### src/rtl/ac_reg_pkg.sv
// Shared CPU datapath constants. The accumulator and the other datapath
// registers take their word width and clear value from here.
package ac_reg_pkg;

    // Data word width of the CPU datapath.
    localparam int AC_WIDTH = 16;

    // Value a datapath register takes when it is cleared.
    localparam logic [AC_WIDTH-1:0] AC_RST_VAL = 16'h0000;

    // Load-control decode shared by the datapath registers.
    typedef enum logic [1:0] {
        AC_OP_HOLD  = 2'b00,
        AC_OP_LOAD  = 2'b01,
        AC_OP_CLEAR = 2'b10
    } ac_op_e;

    // Resolve the per-edge action. clear is active-low and beats the load
    // enable, so an unknown re or in1 cannot disturb a clear cycle.
    function automatic ac_op_e ac_decode(input logic clear_n, input logic re);
        if (!clear_n) begin
            return AC_OP_CLEAR;
        end else if (re) begin
            return AC_OP_LOAD;
        end else begin
            return AC_OP_HOLD;
        end
    endfunction

endpackage : ac_reg_pkg

### src/rtl/ac_reg_if.sv
// Accumulator data/handshake bundle: load enable and load data towards the
// register, and the registered AC contents back out to the ALU and bus.
interface ac_reg_if
    import ac_reg_pkg::*;
#(
    parameter int WIDTH = AC_WIDTH
);

    logic             re;
    logic [WIDTH-1:0] in1;
    logic [WIDTH-1:0] out1;

    // Datapath control side: drives load enable and data, reads the AC.
    modport master (
        output re,
        output in1,
        input  out1
    );

    // Register side: samples load enable and data, drives the AC.
    modport slave (
        input  re,
        input  in1,
        output out1
    );

endinterface : ac_reg_if

### src/rtl/ac_reg.sv
// 16-bit accumulator register of the CPU datapath. Synchronous active-low
// clear has priority over load; out1 is the register output with no
// combinational path from any input.
module ac_reg
    import ac_reg_pkg::*;
#(
    parameter int                 WIDTH   = AC_WIDTH,
    parameter logic [WIDTH-1:0]   RST_VAL = AC_RST_VAL
) (
    input  logic        clk,
    input  logic        clear,
    ac_reg_if.slave     bus
);

    logic [WIDTH-1:0] r_ac;

    // Accumulator state: clear beats load, otherwise hold. An unknown re
    // during clear is harmless because the clear branch is taken first.
    always_ff @(posedge clk) begin
        if (!clear) begin
            r_ac <= RST_VAL;
        end else if (bus.re) begin
            r_ac <= bus.in1;
        end
    end

    assign bus.out1 = r_ac;

`ifndef SYNTHESIS
    // Simulation-only checks; armed after the first clear so the undefined
    // power-up contents are not checked.
    logic r_armed;

    // Record that at least one clear edge has been seen.
    always_ff @(posedge clk) begin
        if (!clear) begin
            r_armed <= 1'b1;
        end else if (r_armed !== 1'b1) begin
            r_armed <= 1'b0;
        end
    end

    a_clear_value: assert property (@(posedge clk) (clear === 1'b0) |=> (bus.out1 == RST_VAL));

    a_hold_stable: assert property (@(posedge clk)
        (r_armed === 1'b1 && clear === 1'b1 && bus.re === 1'b0) |=> $stable(bus.out1));
`endif

endmodule : ac_reg

### src/flat_wrapper.sv
// flat-port wrapper written by rule: the top's interface ports become plain ports
module ac_reg_flat import ac_reg_pkg::*;
#(
    parameter int                 WIDTH   = AC_WIDTH,
    parameter logic [WIDTH-1:0]   RST_VAL = AC_RST_VAL
)
  (clk, clear, bus_re, bus_in1, bus_out1);
  ac_reg_if #(.WIDTH(WIDTH)) bus_i ();
  input  logic clk;
  input  logic clear;
  input wire logic [$bits(bus_i.re)-1:0] bus_re;
  input wire logic [$bits(bus_i.in1)-1:0] bus_in1;
  output wire logic [$bits(bus_i.out1)-1:0] bus_out1;
  assign bus_i.re = bus_re;
  assign bus_i.in1 = bus_in1;
  assign bus_out1 = bus_i.out1;
  ac_reg #(.WIDTH(WIDTH), .RST_VAL(RST_VAL)) u_core (.clk(clk), .clear(clear), .bus(bus_i));
endmodule
### config.mk
export PLATFORM = sky130hd
export DESIGN_NAME = ac_reg_flat
export DESIGN_NICKNAME = d
export VERILOG_FILES = /design/src/rtl/ac_reg_pkg.sv /design/src/rtl/ac_reg_if.sv /design/src/rtl/ac_reg.sv /design/src/flat_wrapper.sv
export SDC_FILE = /design/constraint.sdc
export NUM_CORES = 1
export LEC_CHECK = 0
export ABC_CLOCK_PERIOD_IN_PS = 800
export BUFFER_PORTS_ARGS = -buffer_cell sky130_fd_sc_hd__buf_2
export CAP_MARGIN = 10
export CORE_UTILIZATION = 39
export CTS_BUF_LIST = sky130_fd_sc_hd__clkbuf_4
export DETAILED_ROUTE_END_ITERATION = 8
export PLACE_DENSITY = 0.75
export SETUP_SLACK_MARGIN = 0.05
export SLEW_MARGIN = 20
export SYNTH_ARGS = -nofsm -noshare
export SYNTH_HDL_FRONTEND = slang
export SYNTH_SLANG_ARGS = --single-unit
### constraint.sdc
create_clock -name clk -period 0.8 [get_ports clk]
set_input_delay 0.04 -clock clk [delete_from_list [all_inputs] [get_ports clk]]
set_output_delay 0.04 -clock clk [all_outputs]
set_load 0.01 [all_outputs]
# Yosys cells after proc, flatten, opt, wreduce, memory -nomap -nowiden
# Index checks and enable logic that the tools add are counted.
# totals
input_bits,19
reg_bits,16
elab_cells,1
output_inout_bits,16

# Logic depth before layout (Yosys ltp)
# logic_depth
ltp_word,0
ltp_mapped,4
ltp_nobuf,2

# Worst setup path before layout
# No wires, ideal clock.
# synth_path
path_kind,input to register
startpoint,in bus_re
endpoint,"reg u_core.r_ac[10], in the netlist u_core.bus.out1[10]"
required_ps,684
path_buffers,2
stages,4
path_slack_ps,172
arrival_time_ps,512
setup_time_ps,116
path_cell_list,buf_6 buf_12 mux2i_1 nor2b_1
# synth_lines
element,line,rtl
start: declaration,flat_wrapper.sv:11,input wire logic [$bits(bus_i.re)-1:0] bus_re;
end signal: assignment,ac_reg.sv:23,r_ac <= bus.in1;
end: declaration,ac_reg.sv:15,logic [WIDTH-1:0] r_ac;

# Final worst setup path
# layout_path
startpoint,"reg u_core.r_ac[14], in the netlist u_core.bus.out1[14]"
endpoint,out bus_out1[14]
# layout_lines
element,line,rtl
end: declaration,flat_wrapper.sv:13,output wire logic [$bits(bus_i.out1)-1:0] bus_out1;
# No word-level cell between the ends.

==> impl_metrics.env <==
export IMPL_ir_drop_v=0.00135
export IMPL_tritoncts="built"
export IMPL_totalWireLength_um=1290
export IMPL_die_w_um=41.7
export IMPL_worstPathMaxFanout=2
export IMPL_dr_pass1_iters=1
export IMPL_rsz0062_at_grt="true"
export IMPL_max_freq_mhz=1280
export IMPL_finish_utilization=0.692
export IMPL_vias=485
export IMPL_grt_pass1_vias=518
export IMPL_clock_sinks=16
export IMPL_drt_drc_violations_left=0
export IMPL_drtIter0Drc=0
export IMPL_worstMarginPinSlew_ns=0.230
export IMPL_io_buffers=34
export IMPL_timing_critical_path_from="u_core.bus.out1[14]$_SDFFE_PN0P_"
export IMPL_dp_cells=98
export IMPL_yosys_warnings=0
export IMPL_drv_cap=0
export IMPL_critPathTopFamily="flip-flops"
export IMPL_cp_num_buf_inv=1
export IMPL_power_mw=1.60
export IMPL_place_gp_congestion=0.615
export IMPL_fin_cells=104
export IMPL_r2r_slack_ns=0.04
export IMPL_initial_core_util=0.445
export IMPL_p_per_area_nw_per_um2=1670
export IMPL_slew_headroom=0.846
export IMPL_finalInstanceArea_um2=957
export IMPL_grt_overflow=0
export IMPL_ys_seq_elements=16
export IMPL_hold_violations=0
export IMPL_cp_required_ns=0.76
export IMPL_grt_util_all_layers=0.176
export IMPL_antenna_cells=0
export IMPL_cp_slowest_cell="dfxtp_2"
export IMPL_hold_class="in2reg"
export IMPL_htreeDepth=1
export IMPL_cts_root_buf="clkbuf_4"
export IMPL_synth_seq_area_share=0.520
export IMPL_syn_num_nets=70
export IMPL_min_from="bus_in1[15]"
export IMPL_setup_viol=0
export IMPL_boundaryPins=35
export IMPL_timing_rr_start="u_core.bus.out1[4]$_SDFFE_PN0P_"
export IMPL_crit_chain="buf_6"
export IMPL_ant_nets=0
export IMPL_clk_latency_ns=0.28
export IMPL_final_cell_mix="buf_2, mux2i_1, nor2b_1, buf_6, dfxtp_2"
export IMPL_syn2layout_area_growth_pct=55.5
export IMPL_drive_gt1_frac=0.629
export IMPL_antenna_found_initial=0
export IMPL_syn_mean_instance_area_um2=12.1
export IMPL_via_per_inst=4.66
export IMPL_worst_hold_slack_ns=0.00650
export IMPL_worstSetupPathType="reg2out"
export IMPL_path_clk_slew_ns=0.09
export IMPL_grt_max_degree=17
export IMPL_crit_end="bus_out1[14]"
export IMPL_start_kind="flop"
export IMPL_die_area_um2=1740
export IMPL_rr_worst_depth=3
export IMPL_dpl_cell_area_um2=790
export IMPL_clockBufferDepth=2
export IMPL_ys_types=6
export IMPL_row_count=13
export IMPL_status="finished, final reports clean"
export IMPL_finalCritPeriodShare=0.975
export IMPL_slew_violations=0
export IMPL_mostFrequentLayoutCell="buf_2"
export IMPL_largest_reg_flops=16
export IMPL_clock_skew_ns=0
export IMPL_cp_depth=1
export IMPL_place_hpwl_um=800
export IMPL_critPathArrivalTime_ns=0.74
export IMPL_core_um2=1380
export IMPL_wl_per_cell_um=12.4
export IMPL_syn_inst=51
export IMPL_end_kind="output pin"
export IMPL_finalNetCount=110
export IMPL_netlist_area_um2=616
export IMPL_post_route_min_period_ns=0.780
export IMPL_r2r_end="u_core.bus.out1[4]$_SDFFE_PN0P_"
export IMPL_grt_pass1_wl_um=2260
export IMPL_cts_buffers=3
export IMPL_leakagePower_nw=0.466
export IMPL_max_stage_delay_ns=0.34
export IMPL_die_h_um=41.7
-- cells in the mapped netlist (all sizes together) --
cell type   n  area (µm²)
nor2b      16         100
dfxtp      16         320
mux2i      16         160
buf         2        31.3
clkbuf      1        3.75
-- power by group --
part	leakage, nW	switching, mW	internal, mW
Combinational	0.315	0.110	0.191
Clock	0.0138	0.237	0.175
Sequential	0.138	0.0333	0.853
Total	0.466	0.380	1.22
-- through the flow --
| stage | setup WS (ns) | setup TNS, ns |
|---|---|---|
| detailed placement | 0.0961 | 0 |
| finish | 0.0197 | 0 |
| floorplan | 0.172 | 0 |
| global placement | 0.127 | 0 |
| CTS | 0.0114 | 0 |
| global route | -0.00952 | -0.0222 |
-- cells by family (layout without fill, tap and decap cells) --
group	count (synthesis)	count (layout)	share of synthesized area
muxes	16	16	0.260
and+or+nand+nor	16	16	0.163
DFF	16	16	0.520
buffers and inverters	3	41	0.0569
-- per-layer routing --
| layer | part of all wire | global-route usage |
|---|---|---|
| met1 | 0.38 | 0.176 |
| met2 | 0.52 | 0.306 |
| met3 | 0.067 | 0.0696 |
| met4 | 0.024 | 0.0968 |
| met5 | 0 | 0 |
-- repair_timing --
action | CTS | global route
hold buffers | 1 | 0
setup buffers | 1 | 1
endpoints found under the hold margin | 1 | 0
gates resized for setup | 31 | 1
setup endpoints to repair | 16 | 17
-- layout make-up --
cell class                      count  area [µm²]
Clock buffer                        3        22.5
Fill cell                         111         425
Multi-Input combinational cell     32         260
Sequential cell                    16         340
Tap cell                           15        18.8
Timing Repair Buffer               38         315
-- worst min path at each step --
stage / to / slack, ns / depth (start not counted)
after detailed placement: u_core.bus.out1[1]$_SDFFE_PN0P_ / 0.30 / 3
final: u_core.bus.out1[15]$_SDFFE_PN0P_ / 0.006 / 3
after global routing: u_core.bus.out1[10]$_SDFFE_PN0P_ / 0.007 / 3
after floorplan: u_core.bus.out1[0]$_SDFFE_PN0P_ / 0.17 / 1
after CTS: u_core.bus.out1[1]$_SDFFE_PN0P_ / 0.003 / 3
after global placement: u_core.bus.out1[15]$_SDFFE_PN0P_ / 0.30 / 3
No activity file was read; power rests on OpenSTA's default activity.
